**config.mk**
```make
export PLATFORM = sky130hd
export DESIGN_NAME = plic_irq_conditioner
export DESIGN_NICKNAME = d
export VERILOG_FILES = /design/src/rtl/plic_irq_conditioner.sv
export SDC_FILE = /design/constraint.sdc
export NUM_CORES = 1
export LEC_CHECK = 0
export CAP_MARGIN = 30
export CORE_UTILIZATION = 45
export CTS_CLUSTER_SIZE = 10
export DETAILED_ROUTE_END_ITERATION = 6
export GPL_ROUTABILITY_DRIVEN = 1
export PLACE_DENSITY = 0.75
export SETUP_SLACK_MARGIN = 0.3
export SLEW_MARGIN = 20
export SYNTH_ARGS = -nofsm -noshare
export SYNTH_HDL_FRONTEND = slang
export SYNTH_SLANG_ARGS = --single-unit
```
**constraint.sdc**
```tcl
create_clock -name clk_i -period 1.8 [get_ports clk_i]
set_input_delay 0.45 -clock clk_i [delete_from_list [all_inputs] [get_ports clk_i]]
set_output_delay 0.45 -clock clk_i [all_outputs]
set_load 0.03 [all_outputs]
```
**src/rtl/plic_irq_conditioner.sv**
```systemverilog
// plic_irq_conditioner: per-source synchronizer, debounce filter, level/edge
// output conditioning and saturating event counters ahead of the PLIC gateway.
module plic_irq_conditioner #(
   parameter int unsigned N_SOURCE    = 30,
   parameter int unsigned SYNC_STAGES = 2,
   parameter int unsigned FILT_W      = 3,
   parameter int unsigned CNT_W       = 8
) (
   input  logic                        clk_i,
   input  logic                        rst_ni,
   input  logic [N_SOURCE-1:0]         irq_raw_i,
   input  logic [N_SOURCE-1:0]         inv_i,
   input  logic [N_SOURCE-1:0]         le_cfg_i,
   input  logic [N_SOURCE-1:0]         filt_en_i,
   input  logic [N_SOURCE-1:0]         mask_i,
   input  logic [N_SOURCE-1:0]         cnt_clr_i,
   output logic [N_SOURCE-1:0]         irq_src_o,
   output logic [N_SOURCE-1:0]         le_o,
   output logic [N_SOURCE*CNT_W-1:0]   evt_cnt_o
);

   // Counter value on which the next differing cycle toggles the filter state.
   localparam int unsigned FILT_LAST = (2 ** FILT_W) - 2;

   logic [SYNC_STAGES-1:0][N_SOURCE-1:0] sync_q, sync_d;
   logic [N_SOURCE-1:0]                  f_q, f_d;
   logic [N_SOURCE-1:0][FILT_W-1:0]      c_q, c_d;
   logic [N_SOURCE-1:0]                  fdly_q;
   logic [N_SOURCE-1:0]                  irq_q, irq_d;
   logic [N_SOURCE-1:0]                  le_q;
   logic [N_SOURCE-1:0][CNT_W-1:0]       cnt_q, cnt_d;
   logic [N_SOURCE-1:0]                  s_c;
   logic [N_SOURCE-1:0]                  rise_c;

   // Synchronizer shift chain; polarity applied after the last stage.
   always_comb begin
      sync_d[0] = irq_raw_i;
      for (int unsigned k = 1; k < SYNC_STAGES; k++) begin
         sync_d[k] = sync_q[k-1];
      end
      s_c    = sync_q[SYNC_STAGES-1] ^ inv_i;
      rise_c = f_q & ~fdly_q;
   end

   // Debounce filter: toggle f only after a full run of differing cycles.
   always_comb begin
      f_d = f_q;
      c_d = '0;
      for (int unsigned i = 0; i < N_SOURCE; i++) begin
         if (!filt_en_i[i]) begin
            f_d[i] = s_c[i];
         end else if (s_c[i] != f_q[i]) begin
            if (c_q[i] == FILT_W'(FILT_LAST)) begin
               f_d[i] = s_c[i];
            end else begin
               c_d[i] = c_q[i] + FILT_W'(1);
            end
         end
      end
   end

   // Output conditioning: level passes f, edge passes a one-cycle rise pulse.
   always_comb begin
      irq_d = '0;
      for (int unsigned i = 0; i < N_SOURCE; i++) begin
         if (le_cfg_i[i]) begin
            irq_d[i] = rise_c[i] & ~mask_i[i];
         end else begin
            irq_d[i] = f_q[i] & ~mask_i[i];
         end
      end
   end

   // Saturating event counters; clear wins over a same-cycle increment.
   always_comb begin
      cnt_d = cnt_q;
      for (int unsigned i = 0; i < N_SOURCE; i++) begin
         if (cnt_clr_i[i]) begin
            cnt_d[i] = '0;
         end else if (rise_c[i] && (cnt_q[i] != {CNT_W{1'b1}})) begin
            cnt_d[i] = cnt_q[i] + CNT_W'(1);
         end
      end
   end

   // State registers.
   always_ff @(posedge clk_i or negedge rst_ni) begin
      if (!rst_ni) begin
         sync_q <= '0;
         f_q    <= '0;
         c_q    <= '0;
         fdly_q <= '0;
         irq_q  <= '0;
         le_q   <= '0;
         cnt_q  <= '0;
      end else begin
         sync_q <= sync_d;
         f_q    <= f_d;
         c_q    <= c_d;
         fdly_q <= f_q;
         irq_q  <= irq_d;
         le_q   <= le_cfg_i;
         cnt_q  <= cnt_d;
      end
   end

   assign irq_src_o = irq_q;
   assign le_o      = le_q;
   assign evt_cnt_o = cnt_q;

endmodule
```
==> results.toml, run 1 <==
[run_status]
outcome = "finished, violations left"
violations = "negative setup slack"

[timing]
slew_violations = 0
setup_violations = 57
fin_worst_skew_ns = 0.01689
fmax_mhz = 516.7
whs_ns = 0.2807
worst_pin_slew_ns = 0.5644
rsz0062_at_grt = "true"
hold_viol_final = 0
slew_headroom_pct = 61.40
period_minus_slack_ns = 1.935
fin_crit_sh_pct = 107.5
timing.final.ws_setup_ns = -0.1352
finalSetupTns_ns = -2.477

[placement]
place.gp.congestion = 0.8839
port_buffers = 481
hpwlAfterDp_um = 42630

[detailed_routing]
avgViaCountPerCell = 5.624
via_count = 20720
dr.first_iter.drc_count = 1340
firstDrtPassIters = 5
antenna_left = 0
wl_per_cell_um = 20.37
totalWireLength_um = 75080
drc = 0

[floorplanning]
die_area_sq_mm = 0.05082
coreArea_sq_mm = 0.04905
dieHeight_um = 225.4
rows = 81
initial_core_util_pct = 45.80
die_w_um = 225.4
ios = 482

[pwr]
p_int_mw = 21.56
pwr-share-comb_pct = 19.3
p_switching_mw = 8.269
clkPwrFrac_pct = 37.0
switching_share_pct = 27.72
power_leakage_nw = 15.42
power.total_mw = 29.83
power.density_mw_per_mm2 = 829.5
ir_drop_v = 0.0006959
seqPwrFrac_pct = 43.8

[min_path]
min_path_type = "primary input to flip-flop"
min-delay-start = "irq_raw_i[27]"

[yosys]
synth_flop_cell = "dfrtp_1"
synth_compound_area_share_pct = 11.56
syn_inst = 2005
synthTopCellsByArea = "dfrtp_1 57%, xnor2_1 3.4%, xor2_1 3.2%, mux2_2 3.0%, nor2_1 2.4%"
synthArstFlopShare_pct = 100.0
synth_seq_cells = 510
yosys-mux-area-fraction_pct = 4.567
synth_top_family_by_area = "simple AND/OR/NAND/NOR gates"
yosysSeqAreaShare_pct = 56.81
synth_nets = 2217
synth_top_area_cell = "dfrtp_1"
syn_avg_cell_area_sq_um = 11.20
synth-edff-count = 0
synthesis.area_sq_mm = 0.02247
synthAdderAreaFrac_pct = 1.671
synthSimpleGateAreaFrac_pct = 15.87
yosys.area_share.xor_xnor_pct = 6.511
ys_warn_count = 0
synth_top_area_share_pct = 56.81
synth_most_common_cell = "dfrtp_1"
ys_types = 38
yosys-top-cells-count = "510 x dfrtp_1, 145 x nor2_1, 143 x nand2_1"

[cts]
cts_made_buffers = 58
tritoncts = "yes"
clock_latency_ns = 0.61
clkTransAtPathRegs_ns = 0.06
cts_max_level = 2
cts.path.max_buffers = 3
root_buffer = "clkbuf_16"
clkSinkCount = 510

[global_route]
track_usage_pct = 24.90
grt.met2_usage_pct = 44.29
antenna_found_initial = 3
grt_pass1_vias = 20220
grtUsageMet3_pct = 6.728
grt_use_met1_pct = 28.48
overflow = 0
grt_max_degree = 73
grt_pass1_wl_um = 102500
grt-busiest-layer = "met2"

[final_layout]
nNetsFinal = 3187
layout-drive-gt1-share_pct = 45.01
syn_to_final_growth_pct = 60.08
fill_cells = 3004

[worst_setup_path]
critPathLaunch = "evt_cnt_o[24]"
worst-setup-path-type = "flip-flop to flip-flop"
worstPathCellList = "ha_4 > and3_4 > a211o_4 > or4_1 > a21oi_1"
cp.arrival_ns = 2.44
cp-end-kind = "flip-flop"
critPathMaxFanout = 5
critPathLaunchType = "flip-flop"
crit_required_ns = 2.30
crit_slowest_cell = "dfrtp_2"
cpLargestDelayFamily = "simple AND/OR/NAND/NOR gates"
r2r-start = "evt_cnt_o[24]"
crit_buf_inv = 0
slowest_delay_ns = 0.45
rrSetupSlack_ns = -0.14

[job]
cap_violations = 0
[what timing repair did]
item / CTS / global route
setup buffers: 232 / 120
hold buffers: 1 / 0
pin swaps: 57 / 137
resized for setup: 2130 / 344
hold endpoints to repair: 19 / 0
endpoints found under the setup margin: 474 / 521
[worst register-to-register path, delay by kind of cell, from the launching register on]
| family | cells | cell delay [ns] |
|---|---|---|
| and+or+nand+nor | 2 | 0.63 |
| AOI/OAI and AO/OA | 2 | 0.58 |
| DFF | 1 | 0.45 |
| adders and majority gates | 1 | 0.18 |
[metal layers]
layer / vias up / part of all wire [%] / wire length [um]
met2: 898 / 52 / 38810
met5: - / 0.017 / 13
met4: 2 / 4.4 / 3318
met3: 250 / 7.5 / 5650
li1: 9184 / - / -
met1: 10390 / 36 / 27290
[stage by stage]
step           instances  utilization, %  cell area [sq um]  setup WS (ns)
6_report            3685           73.31              35960        -0.1352
5_1_grt             3685           73.31              35960        -0.1867
4_1_cts             3563           68.38              33540       -0.03579
3_5_place_dp        3226           59.71              29290        -0.1916
3_3_place_gp        3226           59.71              29290        -0.1242
2_1_floorplan       2005               -              22900      -0.008762
[registers in the layout, summed over array words and instances (netlist names)]
name       count
evt_cnt_o    240
c_q           90
f_q           30
fdly_q        30
irq_src_o     30
le_o          30
sync_d        30
sync_q        30
[logic make-up (layout without fill, tap and decap cells)]
group,after synthesis,count (layout)
AO/OA/AOI/OAI,389,389
flip-flops,510,510
AND/OR/NAND/NOR,678,678
multiplexers,95,95
other,0,2
buffers and inverters,136,1150
adder cells (fa/ha/maj),30,30
XOR/XNOR,167,167
[power by group through the flow]
stage | logic [mW] | clock network, mW | registers [mW]
6_report | 5.75 | 11.0 | 13.1
5_1_grt | 6.13 | 11.7 | 13.1
4_1_cts | 5.06 | 11.1 | 13.0
3_5_place_dp | 4.49 | 0 | 13.2
3_3_place_gp | 4.35 | 0 | 13.1
2_1_floorplan | 1.78 | 0 | 13.7
[final cells by class]
| cell class | instances | area, sq um | area share (%) |
|---|---|---|---|
| clock buffer | 103 | 1724 | 4.794 |
| inverter | 84 | 315.3 | 0.8768 |
| clock inverter | 1 | 5.005 | 0.01392 |
| timing repair buffer | 962 | 9408 | 26.16 |
| multi-input combinational | 1359 | 10740 | 29.86 |
| antenna | 2 | 5.005 | 0.01392 |
| tap | 664 | 830.8 | 2.310 |
| sequential | 510 | 12940 | 35.97 |
[path summary, 6_finish.rpt]
path,to,cells after the start
max,evt_cnt_o[30],5
min,sync_d[57],1
max reg2reg,evt_cnt_o[30],5
min reg2reg,sync_q[47],0
max in group asynchronous,evt_cnt_o[61],3
min in group asynchronous,sync_q[46],2
[placed cells by master, fill, tap and decap left out, types with 23 or more instances in the layout]
cell type,count
clkbuf_16,61
o31ai_1,53
nand2_1,141
dfrtp_2,139
a21oi_2,71
nor2_1,145
dfrtp_1,371
nor3_1,54
clkdlybuf4s50_1,180
inv_1,84
nor3b_1,30
mux2_2,60
xor2_1,75
nand4_1,38
or4_4,49
mux2i_1,34
clkbuf_1,38
o21ai_0,64
a21oi_1,30
buf_4,361
ha_4,30
o21a_1,23
or2_2,30
a211oi_1,30
xnor2_1,86
nand3_1,47
buf_6,397
Note: power is estimated with default switching activity, not from simulation.
==> run 2, diff against run 1 <==
CAP_MARGIN = 15   (was 30)
==> results of run 2 <==
Same layout as run 1: the final DEF is identical, and so are final timing and power.
